**config.mk**
```make
export PLATFORM = sky130hd
export DESIGN_NAME = fp_wb_trace_buffer_flat
export DESIGN_NICKNAME = d
export VERILOG_FILES = /design/src/rtl/fp_wb_trace_buffer_if.sv /design/src/rtl/fp_wb_trace_buffer.sv /design/src/flat_wrapper.sv
export SDC_FILE = /design/constraint.sdc
export NUM_CORES = 1
export LEC_CHECK = 0
export BUFFER_PORTS_ARGS = -buffer_cell sky130_fd_sc_hd__buf_2
export CORE_ASPECT_RATIO = 1.25
export CORE_UTILIZATION = 61
export DETAILED_ROUTE_END_ITERATION = 10
export PLACE_DENSITY = 0.79
export SYNTH_ARGS = -nofsm -noshare
export SYNTH_HDL_FRONTEND = slang
export SYNTH_SLANG_ARGS = --single-unit
```
**constraint.sdc**
```tcl
create_clock -name clk -period 8.3 [get_ports clk]
set_clock_uncertainty 0.1 [all_clocks]
set_input_delay 1.66 -clock clk [delete_from_list [all_inputs] [get_ports clk]]
set_output_delay 1.66 -clock clk [all_outputs]
set_load 0.03 [all_outputs]
```
**src/rtl/fp_wb_trace_buffer_if.sv**
```systemverilog
// Bundles the writeback tap, control pulses and host-side trace drain of fp_wb_trace_buffer.
// master drives the stimulus and trace_ready; slave is the trace buffer itself.
interface fp_wb_trace_buffer_if;
    logic        arm;
    logic        halt;
    logic        clear;
    logic        wb_valid_in;
    logic        wb_reg_write_en_in;
    logic [4:0]  wb_rd_in;
    logic [31:0] wb_result_in;
    logic [7:0]  wb_pc_in;
    logic        trace_valid;
    logic        trace_ready;
    logic [54:0] trace_data;
    logic [6:0]  trace_count;
    logic [15:0] drop_count;
    logic [1:0]  state_out;

    modport master (
        output arm, halt, clear, wb_valid_in, wb_reg_write_en_in,
               wb_rd_in, wb_result_in, wb_pc_in, trace_ready,
        input  trace_valid, trace_data, trace_count, drop_count, state_out
    );

    modport slave (
        input  arm, halt, clear, wb_valid_in, wb_reg_write_en_in,
               wb_rd_in, wb_result_in, wb_pc_in, trace_ready,
        output trace_valid, trace_data, trace_count, drop_count, state_out
    );
endinterface

```
**src/rtl/fp_wb_trace_buffer.sv**
```systemverilog
// Captures FP writeback events into a trace FIFO; a record is visible one cycle after capture.
// Host drains with valid/ready; a full FIFO drops the event (and freezes when STOP_ON_FULL).
module fp_wb_trace_buffer #(
    parameter int DEPTH        = 16,
    parameter bit STOP_ON_FULL = 1'b1
) (
    input  logic                  clk,
    input  logic                  reset,
    fp_wb_trace_buffer_if.slave   bus
);
    localparam int AW = $clog2(DEPTH);

    localparam logic [1:0] S_IDLE    = 2'b00;
    localparam logic [1:0] S_CAPTURE = 2'b01;
    localparam logic [1:0] S_FROZEN  = 2'b10;

    logic [1:0]  r_state;
    logic [AW:0] r_wr_ptr;
    logic [AW:0] r_rd_ptr;
    logic [7:0]  r_seq;
    logic [15:0] r_drop_cnt;
    logic [54:0] r_mem [DEPTH];

    logic        w_empty;
    logic        w_full;
    logic        w_pop;
    logic        w_event;
    logic        w_push;
    logic        w_drop;
    logic [1:0]  w_class;
    logic [AW:0] w_occupancy;

    assign w_empty = (r_wr_ptr == r_rd_ptr);
    assign w_full  = (r_wr_ptr[AW] != r_rd_ptr[AW]) &&
                     (r_wr_ptr[AW-1:0] == r_rd_ptr[AW-1:0]);
    assign w_pop   = !w_empty && bus.trace_ready;

    // clear/halt win over a coincident event, so it is never recorded
    assign w_event = (r_state == S_CAPTURE) && bus.wb_valid_in && bus.wb_reg_write_en_in &&
                     !bus.clear && !bus.halt;
    assign w_push  = w_event && (!w_full || w_pop);
    assign w_drop  = w_event && w_full && !w_pop;

    always_comb begin
        w_class = 2'b00;
        if (bus.wb_result_in[30:23] == 8'hFF) begin
            w_class = (bus.wb_result_in[22:0] != 23'd0) ? 2'b11 : 2'b10;
        end else if (bus.wb_result_in[30:0] == 31'd0) begin
            w_class = 2'b01;
        end
    end

    always_ff @(posedge clk) begin
        if (reset || bus.clear) begin
            r_state    <= S_IDLE;
            r_wr_ptr   <= '0;
            r_rd_ptr   <= '0;
            r_seq      <= 8'd0;
            r_drop_cnt <= 16'd0;
        end else begin
            if (w_push) begin
                r_wr_ptr <= r_wr_ptr + 1'b1;
                r_seq    <= r_seq + 8'd1;
            end
            if (w_pop) begin
                r_rd_ptr <= r_rd_ptr + 1'b1;
            end
            if (w_drop && r_drop_cnt != 16'hFFFF) begin
                r_drop_cnt <= r_drop_cnt + 16'd1;
            end
            case (r_state)
                S_IDLE: begin
                    if (bus.arm) r_state <= S_CAPTURE;
                end
                S_CAPTURE: begin
                    if (bus.halt)                      r_state <= S_IDLE;
                    else if (w_drop && STOP_ON_FULL)   r_state <= S_FROZEN;
                end
                S_FROZEN: r_state <= S_FROZEN;
                default:  r_state <= S_IDLE;
            endcase
        end
    end

    always_ff @(posedge clk) begin
        if (w_push) begin
            r_mem[r_wr_ptr[AW-1:0]] <= {r_seq, w_class, bus.wb_pc_in, bus.wb_rd_in, bus.wb_result_in};
        end
    end

    assign w_occupancy     = r_wr_ptr - r_rd_ptr;
    assign bus.trace_valid = !w_empty;
    // stale storage is masked so an empty FIFO always presents zero
    assign bus.trace_data  = w_empty ? 55'd0 : r_mem[r_rd_ptr[AW-1:0]];
    assign bus.trace_count = 7'(w_occupancy);
    assign bus.drop_count  = r_drop_cnt;
    assign bus.state_out   = r_state;
endmodule

```
**src/flat_wrapper.sv**
```systemverilog
// flat-port wrapper written by rule: the top's interface ports become plain ports
module fp_wb_trace_buffer_flat 
#(
    parameter int DEPTH        = 16,
    parameter bit STOP_ON_FULL = 1'b1
)
  (clk, reset, bus_arm, bus_halt, bus_clear, bus_wb_valid_in, bus_wb_reg_write_en_in, bus_wb_rd_in, bus_wb_result_in, bus_wb_pc_in, bus_trace_ready, bus_trace_valid, bus_trace_data, bus_trace_count, bus_drop_count, bus_state_out);
  fp_wb_trace_buffer_if bus_i ();
  input  logic clk;
  input  logic reset;
  input wire logic [$bits(bus_i.arm)-1:0] bus_arm;
  input wire logic [$bits(bus_i.halt)-1:0] bus_halt;
  input wire logic [$bits(bus_i.clear)-1:0] bus_clear;
  input wire logic [$bits(bus_i.wb_valid_in)-1:0] bus_wb_valid_in;
  input wire logic [$bits(bus_i.wb_reg_write_en_in)-1:0] bus_wb_reg_write_en_in;
  input wire logic [$bits(bus_i.wb_rd_in)-1:0] bus_wb_rd_in;
  input wire logic [$bits(bus_i.wb_result_in)-1:0] bus_wb_result_in;
  input wire logic [$bits(bus_i.wb_pc_in)-1:0] bus_wb_pc_in;
  input wire logic [$bits(bus_i.trace_ready)-1:0] bus_trace_ready;
  output wire logic [$bits(bus_i.trace_valid)-1:0] bus_trace_valid;
  output wire logic [$bits(bus_i.trace_data)-1:0] bus_trace_data;
  output wire logic [$bits(bus_i.trace_count)-1:0] bus_trace_count;
  output wire logic [$bits(bus_i.drop_count)-1:0] bus_drop_count;
  output wire logic [$bits(bus_i.state_out)-1:0] bus_state_out;
  assign bus_i.arm = bus_arm;
  assign bus_i.halt = bus_halt;
  assign bus_i.clear = bus_clear;
  assign bus_i.wb_valid_in = bus_wb_valid_in;
  assign bus_i.wb_reg_write_en_in = bus_wb_reg_write_en_in;
  assign bus_i.wb_rd_in = bus_wb_rd_in;
  assign bus_i.wb_result_in = bus_wb_result_in;
  assign bus_i.wb_pc_in = bus_wb_pc_in;
  assign bus_i.trace_ready = bus_trace_ready;
  assign bus_trace_valid = bus_i.trace_valid;
  assign bus_trace_data = bus_i.trace_data;
  assign bus_trace_count = bus_i.trace_count;
  assign bus_drop_count = bus_i.drop_count;
  assign bus_state_out = bus_i.state_out;
  fp_wb_trace_buffer #(.DEPTH(DEPTH), .STOP_ON_FULL(STOP_ON_FULL)) u_core (.clk(clk), .reset(reset), .bus(bus_i));
endmodule
```
==> summary.md <==
| Metric | Value |
|---|---|
| Min setup slack post-route | `2580 ps` |
| Mux cell area share after synthesis | `between 10% and 20%` |
| Area leader, netlist | `edfxtp_1` |
| Final wirelength | `roughly 78 mm` |
| Fin crit share | `68.9%` |
| Non-Filler Instances | `2583` |
| Vias in the first global route | `18000` |
| Outcome | `completed` |
| Die Height | `271 um` |
| Die W | `217 um` |
| Max Clk Rate | `175 MHz` |
| Most area-consuming cells after synthesis | `edfxtp_1 (75%), mux4_2 (14%), mux2i_1 (3.2%)` |
| Area grow syn2layout | `11.9%` |
| WP data arrival | `3960 ps` |
| Total track usage | `27.1%` |
| Post-Synth Simple-Gate Area | `around 2.2%` |
| Buffers inserted during post-CTS setup optimization | `0` |
| Clock share of power | `42.1%` |
| FF-to-FF path depth | `7` |
| Clock Sinks | `920` |
| Share of the synthesized area in the top cell type | `roughly 75%` |
| Initial Util | `61.8%` |
| Dominant synthesized flop cell | `edfxtp_1` |
| CP Class | `flip-flop to output port` |
| Clock tree buffer depth | `3` |
| Crit path max fanout | `47` |
| Hold depth | `1` |
| Fin nets | `1832` |
| P_leak | `12.1 nW` |
| Crit-path cells | `buf_4 > mux4_2 > mux2i_1 > o22ai_1 > buf_2` |
| HP Class | `flip-flop to flip-flop` |
| Total gr overflow | `0` |
| Worst slack at placement | `3170 ps` |
| NetSw | `roughly 1.7 mW` |
| Max incr delay on CP | `920 ps` |
| Synth Area in Compound Gates | `under 10%` |
| Yosys warns | `0` |
| IR drop worst, VDD | `approximately 160 uV` |
| Initial DRC count | `1924` |
| Flop pwr share | `about 57%` |
| Insertion delay to the later sink of the worst-skew pair | `630 ps` |
| Critical Path RT | `between 6000 and 7000 ps` |
| Fin area | `39600 sq um` |
| Minimum clock period | `roughly 5700 ps` |
| Fill cells | `3240` |
| Htree depth | `3` |
| PD cells | `224 nW/um^2` |
| Die area | `59000 sq um` |
| Post-synth top cells | `edfxtp_1 (880), mux4_2 (220), mux2i_1 (113)` |
| Xor/xnor share of the synthesized area | `0.718%` |
| Largest family of logic cells by synthesized area | `multiplexers` |
| Internal power | `7.20 mW` |
| DR WL/cell | `30.0 um` |
| FP Rows | `98` |
| Final Core Density | `69.2%` |
| Fraction of layout instances using a drive strength above 1 | `28.6%` |
| Adder-Cell Fraction of Synth Area | `0.445%` |
| Yosys cell types | `47` |
| Flop2flop setup slack | `4390 ps` |
| Post-synthesis sequential area ratio | `76.9%` |
| Ys async rst share | `0%` |
| DRC | `0` |
| Via/cell ratio | `6.65` |
| Tot Pwr | `8.88 mW` |
| CTS Buf Count | `82` |
| Syn avg cell area | `approximately 22 sq um` |
| Max cap viols | `0` |
| CTS Hold Bufs | `0` |
| Number of routed nets with antenna violations | `0` |
| Routability Congestion | `0.756` |
| Hold_ws | `396 ps` |
| Placed instance count | `2433` |
| CTS clk-pin slew, worst paths | `60 ps` |
| Least-Margin Pin Slew | `about 1300 ps` |
| Setup Viol. Count Final | `0` |
| Largest net degree at the start of global routing | `137` |
| Count of final hold-check violations | `0` |
| IO Count | `roughly 130` |
| Critical Path End Type | `output port` |
| Port buffer count | `131` |
| Kind of start point of the critical path | `flip-flop` |
| DP Area | `37000 sq um` |
| CTS tree | `done` |
| First-pass GRT wire length | `114 mm` |
| Post-synth EDFFs | `880` |
| Core Box Area | `roughly 57000 sq um` |
| Gate count of the mapped netlist | `between 1500 and 2000` |
| Most frequent cell after synthesis | `edfxtp_1` |
| Clk root buf | `clkbuf_16` |
| Switching share of power | `about a fifth` |
| Rel. slew slack | `15.6%` |
| Max Slew Vio Count | `0` |
| Mapped cell area | `around 35000 sq um` |
| Iteration count of the initial detailed-routing pass | `5` |
| Combinational power share | `0.9%` |
| RSZ-0062 raised after global routing | `false` |
| Vias | `17200` |
| Yosys reg bits | `920` |
| Post_cts resized | `0` |
| Fin Setup TNS | `0 ps` |
| Slowest cell on crit path | `dfxtp_4` |
| Initial antenna violation count | `2` |
| HPWL after DPL | `38.0 mm` |
[cells in the final DEF (no fill, tap or decap), types with 11 or more instances in the layout]
master	synthesis	routed
ha_1	11	11
dfxtp_1	40	37
nor4_1	13	13
mux4_2	220	220
buf_4	4	27
xnor2_1	26	26
o22ai_1	55	55
edfxtp_1	880	880
nand3_1	13	13
clkbuf_16	0	86
mux2i_1	113	113
nor2_1	45	33
buf_2	36	131
a21oi_1	11	11
nand2_1	17	16
nor2_4	0	12
clkbuf_1	20	27
[logic make-up after synthesis]
family	Yosys count
AOI/OAI and AO/OA	77
buffers and inverters	91
other	1
and+or+nand+nor	141
muxes	333
xor gates and xnor gates	29
DFF	920
adders and majority gates	12
[critical path: cells and delay by family (launching register included)]
family,cells,cell delay [ps]
flip-flops,1,920
buffers and inverters,2,1180
AO/OA/AOI/OAI,1,220
multiplexers,2,930
[power groups by stage]
stage,sequential [mW],clock [mW],combinational [mW]
2_1_floorplan,5.17,0,0.0126
3_3_place_gp,5.16,0,0.0694
3_5_place_dp,5.17,0,0.0762
4_1_cts,5.06,3.77,0.0764
5_1_grt,5.06,3.94,0.0825
6_report,5.06,3.74,0.0772
[registers in the layout (all words and copies together), names as in the netlist, named ones only]
| signal | flops |
|---|---|
| u_core.bus.drop_count | 16 |
| u_core.bus.state_out | 2 |
| u_core.r_mem | 880 |
| u_core.r_rd_ptr | 5 |
| u_core.r_seq | 8 |
| u_core.r_wr_ptr | 5 |
[path summary, 6_finish.rpt]
path / from / endpoint
max: flip-flop / bus_trace_data[4]
min reg2reg: u_core.bus.state_out[1] / u_core.bus.state_out[0]
min: u_core.bus.state_out[1] / u_core.bus.state_out[0]
max reg2reg: u_core.r_wr_ptr[2] / u_core.r_mem[8][18]
[per-layer routing]
layer / vias to the layer above / share of wire [%] / global-route usage (%)
li1: 7066 / - / -
met1: 9027 / 37 / 35.9
met2: 925 / 52 / 45.7
met3: 152 / 8.1 / 4.47
met4: 4 / 2.9 / 9.71
met5: - / 0.028 / 0
[cell type report]
cell class              count  area [sq um]  area share [%]
clock inverters            33           328           0.827
repair buffers            160           898            2.27
flip-flops and latches    920         27200            68.8
inverters                   9          33.8          0.0853
clock buffers             116          2290            5.79
diodes                      1          2.50         0.00632
well taps                 750           938            2.37
multi-input cells         594          7880            19.9
Power figures use the tool's default switching activity.
